<file path="config.mk">
export PLATFORM = sky130hd
export DESIGN_NAME = ym3438_timer_gen
export DESIGN_NICKNAME = d
export VERILOG_FILES = /design/src/rtl/ym3438_pkg.sv /design/src/rtl/ym3438_timer_prescaler.sv /design/src/rtl/ym3438_timer_gen.sv
export SDC_FILE = /design/constraint.sdc
export NUM_CORES = 1
export LEC_CHECK = 0
export ABC_AREA = 1
export CAP_MARGIN = 20
export CORE_MARGIN = 10
export CORE_UTILIZATION = 45
export DETAILED_ROUTE_END_ITERATION = 8
export PLACE_DENSITY = 0.79
export SLEW_MARGIN = 15
export SYNTH_ARGS = -nofsm -noshare
export SYNTH_HDL_FRONTEND = slang
export SYNTH_SLANG_ARGS = --single-unit
</file>
<file path="constraint.sdc">
create_clock -name MCLK -period 3.15 [get_ports MCLK]
set_input_delay 0.63 -clock MCLK [delete_from_list [all_inputs] [get_ports MCLK]]
set_output_delay 0.63 -clock MCLK [all_outputs]
set_load 0.02 [all_outputs]
</file>
<file path="src/rtl/ym3438_pkg.sv">
// ----------------------------------------------------------------------------
// ym3438_pkg
//   Shared constants for the OPN2 interval timers.
//   TIMER_A_* : 10-bit timer, no prescale.
//   TIMER_B_* : 8-bit timer, counts once every 16 sample ticks.
//   pre_width(): width of the prescale counter (at least 1 bit).
// ----------------------------------------------------------------------------
package ym3438_pkg;

    localparam int unsigned TIMER_A_WIDTH    = 10;
    localparam int unsigned TIMER_B_WIDTH    = 8;
    localparam int unsigned TIMER_A_PRESCALE = 1;
    localparam int unsigned TIMER_B_PRESCALE = 16;

    function automatic int unsigned pre_width(input int unsigned prescale);
        return (prescale > 1) ? $clog2(prescale) : 1;
    endfunction

endpackage

</file>
<file path="src/rtl/ym3438_timer_prescaler.sv">
// ----------------------------------------------------------------------------
// ym3438_timer_prescaler
//   Divides the sample-rate tick by PRESCALE to produce the counter step strobe.
//   With PRESCALE=1 the divider is removed and step follows tick directly.
// Ports
//   MCLK   in   master clock
//   reset  in   synchronous active-high reset
//   tick   in   one-cycle sample-rate strobe
//   run    in   timer running (LOAD bit); low holds the divider at zero
//   clear  in   restart the divider (timer start cycle); also blocks step
//   step   out  one-cycle counter step strobe
// ----------------------------------------------------------------------------
module ym3438_timer_prescaler
    import ym3438_pkg::*;
#(
    parameter int unsigned PRESCALE = 1
) (
    input  logic MCLK,
    input  logic reset,
    input  logic tick,
    input  logic run,
    input  logic clear,
    output logic step
);

    localparam int unsigned PW = pre_width(PRESCALE);

    generate
        if (PRESCALE == 1) begin : g_bypass
            // Divider absent; the caller gates step with run/start itself.
            logic unused_inputs;
            assign unused_inputs = ^{MCLK, reset, run, clear};
            assign step          = tick;
        end else begin : g_div
            localparam logic [PW-1:0] PRE_LAST = PW'(PRESCALE - 1);

            logic [PW-1:0] pre_q;
            logic [PW-1:0] pre_d;
            logic          wrap;

            assign wrap = (pre_q == PRE_LAST);

            always_comb begin
                pre_d = pre_q;
                if (!run || clear) begin
                    pre_d = '0;
                end else if (tick) begin
                    pre_d = wrap ? '0 : pre_q + 1'b1;
                end
            end

            always_ff @(posedge MCLK) begin
                if (reset) begin
                    pre_q <= '0;
                end else begin
                    pre_q <= pre_d;
                end
            end

            assign step = run && !clear && tick && wrap;
        end
    endgenerate

endmodule

</file>
<file path="src/rtl/ym3438_timer_gen.sv">
// ----------------------------------------------------------------------------
// ym3438_timer_gen
//   Generic OPN2 interval timer (one instance per timer A / timer B).
//   Counts prescaled sample ticks up to all-ones, reloads from load_val on
//   overflow, emits a one-cycle ovf pulse and sets a sticky flag.
// Parameters
//   WIDTH     counter width (1..16)
//   PRESCALE  ticks per count step (1..256)
// Ports
//   MCLK      in   master clock
//   reset     in   synchronous active-high reset
//   tick      in   one-cycle sample-rate strobe
//   load_val  in   reload value
//   load      in   run level; rising edge loads the counter
//   flag_en   in   overflow may set flag
//   flag_clr  in   one-cycle flag clear
//   count     out  current counter value
//   flag      out  sticky overflow flag
//   ovf       out  one-cycle overflow pulse
//   csm_mode  in   CSM enabled                (only with TIMER_CSM_EN)
//   csm_key   out  CSM key-on pulse with ovf  (only with TIMER_CSM_EN)
// Build option: define TIMER_CSM_EN to add the CSM key-on output.
// ----------------------------------------------------------------------------
module ym3438_timer_gen
    import ym3438_pkg::*;
#(
    parameter int unsigned WIDTH    = TIMER_A_WIDTH,
    parameter int unsigned PRESCALE = TIMER_A_PRESCALE
) (
    input  logic             MCLK,
    input  logic             reset,
    input  logic             tick,
    input  logic [WIDTH-1:0] load_val,
    input  logic             load,
    input  logic             flag_en,
    input  logic             flag_clr,
    output logic [WIDTH-1:0] count,
    output logic             flag,
    output logic             ovf
`ifdef TIMER_CSM_EN
    ,
    input  logic             csm_mode,
    output logic             csm_key
`endif
);

    logic [WIDTH-1:0] count_q, count_d;
    logic             flag_q, flag_d;
    logic             ovf_q, ovf_d;
    logic             load_d_q;
    logic             start;
    logic             step;
    logic             do_step;
    logic             wrap;

    // Start cycle: counter is (re)loaded and any tick in this cycle is dropped.
    assign start   = load && !load_d_q;
    assign do_step = step && load && !start;
    assign wrap    = (count_q == {WIDTH{1'b1}});

    ym3438_timer_prescaler #(
        .PRESCALE (PRESCALE)
    ) u_prescaler (
        .MCLK  (MCLK),
        .reset (reset),
        .tick  (tick),
        .run   (load),
        .clear (start),
        .step  (step)
    );

    always_comb begin
        count_d = count_q;
        ovf_d   = 1'b0;
        flag_d  = flag_q;
        if (start) begin
            count_d = load_val;
        end else if (do_step) begin
            if (wrap) begin
                count_d = load_val;
                ovf_d   = 1'b1;
            end else begin
                count_d = count_q + 1'b1;
            end
        end
        // Set has priority over a coincident clear.
        if (flag_clr) begin
            flag_d = 1'b0;
        end
        if (ovf_d && flag_en) begin
            flag_d = 1'b1;
        end
    end

    always_ff @(posedge MCLK) begin
        if (reset) begin
            count_q  <= '0;
            flag_q   <= 1'b0;
            ovf_q    <= 1'b0;
            load_d_q <= 1'b0;
        end else begin
            count_q  <= count_d;
            flag_q   <= flag_d;
            ovf_q    <= ovf_d;
            load_d_q <= load;
        end
    end

`ifdef TIMER_CSM_EN
    logic csm_key_q;

    always_ff @(posedge MCLK) begin
        if (reset) begin
            csm_key_q <= 1'b0;
        end else begin
            csm_key_q <= ovf_d && csm_mode;
        end
    end

    assign csm_key = csm_key_q;
`endif

    assign count = count_q;
    assign flag  = flag_q;
    assign ovf   = ovf_q;

endmodule

</file>
## Word level (Yosys, flattened, before mapping)

Cells that the tools add are included.

| cells by class | value |
|---|---|
| add/sub/neg operators | 1 |
| eq/ne operators | 1 |
| muxes and demuxes | 8 |
| reduce and logical (&&, ||, !) cells | 8 |

Operators with widths:

| cell | count |
|---|---|
| 2-to-1 mux 10 bit | 3 |
| adder 10 x 1 -> 10 bit, second input constant | 1 |
| equality test 10 bit, second input constant | 1 |
| 2-to-1 mux 1 bit | 5 |
| logical AND 1 bit | 4 |
| nonzero test 2 bit | 2 |
| zero test 1 bit | 2 |

| storage, ports and cells | value |
|---|---|
| bits in registers | 13 |
| input bits | 16 |
| output and inout port bits | 12 |
| word-level logic and storage cells | 22 |

## Longest topological paths before layout

| logic depth | value |
|---|---|
| word-level depth | 8 |
| depth in mapped cells | 10 |
| mapped depth without buffers | 10 |

## Modules after synthesis

Synthesis repeated with hierarchy kept, for this count alone.

| unflattened totals | value |
|---|---|
| cell total of the unflattened synthesis | 130 |
| area total of the unflattened synthesis | 859.6 um^2 |

Modules (own cells, without submodules):

| module | instances | cells an instance | area each (um^2) | sequential area each (um^2) |
|---|---|---|---|---|
| ym3438_timer_gen | 1 | 129 | 852.1 | 260.2 |
| ym3438_timer_prescaler | 1 | 1 | 7.5 | 0.0 |

## Least setup slack after synthesis

No wires, ideal clock.

| timing | value |
|---|---|
| kind | flip-flop to flip-flop |
| start | register count_q[1], in the netlist count[1] |
| end | register count_q[7], in the netlist count[7] |
| setup time | 109 ps |
| arrival | 1397 ps |
| required time | 3041 ps |
| path slack | 1644 ps |
| cell stages (with the launch flop) | 11 |
| buffers on the path | 0 |
| clock period less this slack | 1506 ps |
| path through | dfxtp_1 > ha_1 > nand2_2 > nor2_4 > nand3_4 > nand2_8 > inv_6 > nand2_1 > nand3_1 > nand2_1 > inv_1 |

| between the ends | value |
|---|---|
| word-level cells in the longest chain between the ends | 4 |
| elaborated cells on any way between the ends | 5 |
| those cells by class | 1 x add/sub; 1 x eq/ne; 3 x mux |

Ends and longest elaborated chain:

| item | RTL line | RTL |
|---|---|---|
| start, declared | ym3438_timer_gen.sv:47 | `logic [WIDTH-1:0] count_q, count_d;` |
| start signal, assigned | ym3438_timer_gen.sv:102 | `count_q <= count_d;` |
| adder 10 x 1 -> 10 bit or equality test 10 bit (tied branches) | ym3438_timer_gen.sv:83, ym3438_timer_gen.sv:59 |  |
| 2-to-1 mux 10 bit (*) | ym3438_timer_gen.sv:79 | `if (wrap) begin` |
| 2-to-1 mux 10 bit (*) | ym3438_timer_gen.sv:78 | `end else if (do_step) begin` |
| 2-to-1 mux 10 bit (*) | ym3438_timer_gen.sv:76 | `if (start) begin` |

Every way passes the cells marked *; elsewhere a longest branch is shown, timed or not. The select of a mux whose other input is x is not followed.
A chain may end at the register's enable or synchronous reset.

## Worst setup path in the final report

| timing | value |
|---|---|
| start | register count_q[2], in the netlist count[2] |
| end | output port count[2] |

RTL lines:

| item | RTL line | RTL |
|---|---|---|
| end, declared | ym3438_timer_gen.sv:37 | `output logic [WIDTH-1:0] count,` |

No word-level cell between the ends.

==> results.yml <==
synth:
  ys_seq_area_frac: 0.307
  ys_warn_count: 0
  postSynthCellCount: 128
  synth_area_um2: 848
  synth_cell_type_count: 23
  synth.avg_cell_area_um2: 6.63
  syn_nets: 145
  ys_ff_latch: 13
sta:
  fin_crit_sh: 0.659
  drv_slew: 0
  rsz0062_at_grt: "no"
  skew_ns: 0.0131
  slew_headroom: 0.720
  finalSetupTns_ns: 0
  hold_viol: 0
  fmax_mhz: 482
  finalCriticalPeriod_ns: 2.08
  fin_hold_ws_ns: 0.473
  worst_pin_slew_ns: 0.418
  finalSetupViolCount: 0
pwr:
  p_sw_uw: 136
  p_per_area_mw_per_mm2: 356
  clkPwrFrac: 0.262
  p_int_uw: 281
  p_seq_frac: 0.462
  p_sw_frac: 0.327
  leakagePower_nw: 0.527
  ir_drop_mv: 0.204
  power_frac_comb: 0.276
layout:
  layout.cells.non_filler: 183
  drive_gt1_frac: 0.101
  diodes: 0
  syn2layout_area_growth_pct: 38.1
  layout_common_cells: "nand2_1, clkdlybuf4s50_1, inv_1, nand3_1, dfxtp_1"
  layout_commonest_cell: "nand2_1"
  nets: 176
clock_network:
  cts_num_sinks: 13
  cts_resized: 0
  cts.path.max_buffers: 2
  clkTransAtPathRegs_ns: 0.10
  cts_buffers: 3
  ctsHoldBuffers: 0
  worstSkewPairLatency_ns: 0.28
  cts_max_level: 1
  postCtsSetupRepairBufs: 0
  cts_tree: "done"
  root_buffer: "clkbuf_4"
critical_path:
  worstPathArrival_ns: 1.45
  endpoint_kind: "output pin"
  path_max_fanout: 7
  crit_path_cell_trace: "clkdlybuf4s50_1"
  path_delay_family: "buffers and inverters"
  slowest_stage: "clkdlybuf4s50_1"
  startpoint_type: "flop"
  crit_required_ns: 2.52
  critPathBufInv: 1
  crit_path_max_incr_delay_ns: 0.67
  critPathKind: "reg -> out"
placed_design:
  dp.cells: 179
  finalWeightedCongestion: 0.828
  place.port_buffers: 27
  hpwlAfterDp_um: 1750
floorplan:
  core_mm2: 0.00176
  die_width_um: 63.4
  initial_core_util: 0.481
  dieArea_mm2: 0.00402
  std_cell_rows: 15
  fp.dieH_um: 63.4
  io_pins: 28
detailed_routing:
  via_per_inst: 4.87
  route.antenna.remaining_nets: 0
  drt_iter0_drc: 17
  wl_per_cell_um: 12.4
  drcViolationCount: 0
  via_count: 892
  wl_um: 2270
  first_pass_iters: 4
global_routing:
  track_usage: 0.114
  overflow: 0
  grt_pass1_wl_um: 3840
  grt_pass1_vias: 855
  antenna_found_initial: 0
  grt_max_degree: 16
flow_run:
  cap_viol_max_count: 0
status:
  status: "complete, no violations"
hold_path:
  holdCritPathClass: "reg -> reg"
-- worst paths after layout --
| check | start | endpoint | slack (ns) | cells past startpoint |
|---|---|---|---|---|
| setup / recovery | count[2] | count[2] | 1.07 | 1 |
| hold / removal | flag | flag | 0.47 | 2 |
| setup reg to reg | count[0] | count[7] | 1.62 | 10 |
| hold reg to reg | flag | flag | 0.47 | 2 |
-- stage by stage --
step | util | worst slack [ns] | power [mW] | instance area (um2)
after floorplan | - | 1.64 | 0.258 | 848
after global placement | 0.649 | 0.989 | 0.309 | 1140
after detailed placement | 0.649 | 0.921 | 0.311 | 1140
after CTS | 0.664 | 1.08 | 0.419 | 1170
after global routing | 0.664 | 1.03 | 0.440 | 1170
final | 0.664 | 1.07 | 0.417 | 1170
-- layer usage --
metal / global-route usage / up-vias / routed length, um
li1: - / 468 / -
met1: 0.130 / 397 / 990
met2: 0.185 / 23 / 1090
met3: 0.0477 / 4 / 172
met4: 0.0437 / 0 / 24
met5: 0 / - / 0
-- area by class of cell --
type / count / area [um2]
Sequential cell: 13 / 260
Fill cell: 171 / 593
Clock buffer: 4 / 26.3
Tap cell: 25 / 31.3
Timing Repair Buffer: 27 / 270
Inverter: 23 / 91.3
Multi-Input combinational cell: 91 / 492
-- cell families after synthesis --
| family | count (synthesis) | synth area share |
|---|---|---|
| buf+inv | 24 | 0.114 |
| simple gates | 69 | 0.425 |
| compound gates | 18 | 0.109 |
| flops | 13 | 0.307 |
| xor+xnor | 3 | 0.0310 |
| fa+ha+maj | 1 | 0.0147 |
-- synth_stat cells (all sizes together) --
| cell | n | area, um2 |
|---|---|---|
| nand2 | 34 | 149 |
| inv | 23 | 91.3 |
| nand3 | 15 | 92.6 |
| dfxtp | 13 | 260 |
| nor2 | 13 | 68.8 |
| o21ai | 11 | 55.1 |
| a21oi | 6 | 30.0 |
| nand4 | 3 | 18.8 |
| xor2 | 3 | 26.3 |
| nand3b | 2 | 15.0 |
| a22oi | 1 | 7.51 |
| buf | 1 | 5.00 |
| ha | 1 | 12.5 |
| nor3 | 1 | 10.0 |
| or2 | 1 | 6.26 |
-- power groups by stage --
stage	clock [mW]	sequential, mW	combinational, mW
2_1_floorplan	0	0.206	0.0520
3_3_place_gp	0	0.196	0.114
3_5_place_dp	0	0.196	0.115
4_1_cts	0.110	0.193	0.116
5_1_grt	0.117	0.195	0.128
6_report	0.109	0.193	0.115
-- sequential cells by signal (all words and copies together) (netlist names) --
name / cells
count: 10
load_d_q: 1
ovf: 1
flag: 1
Note: power is estimated with default switching activity, not from simulation.
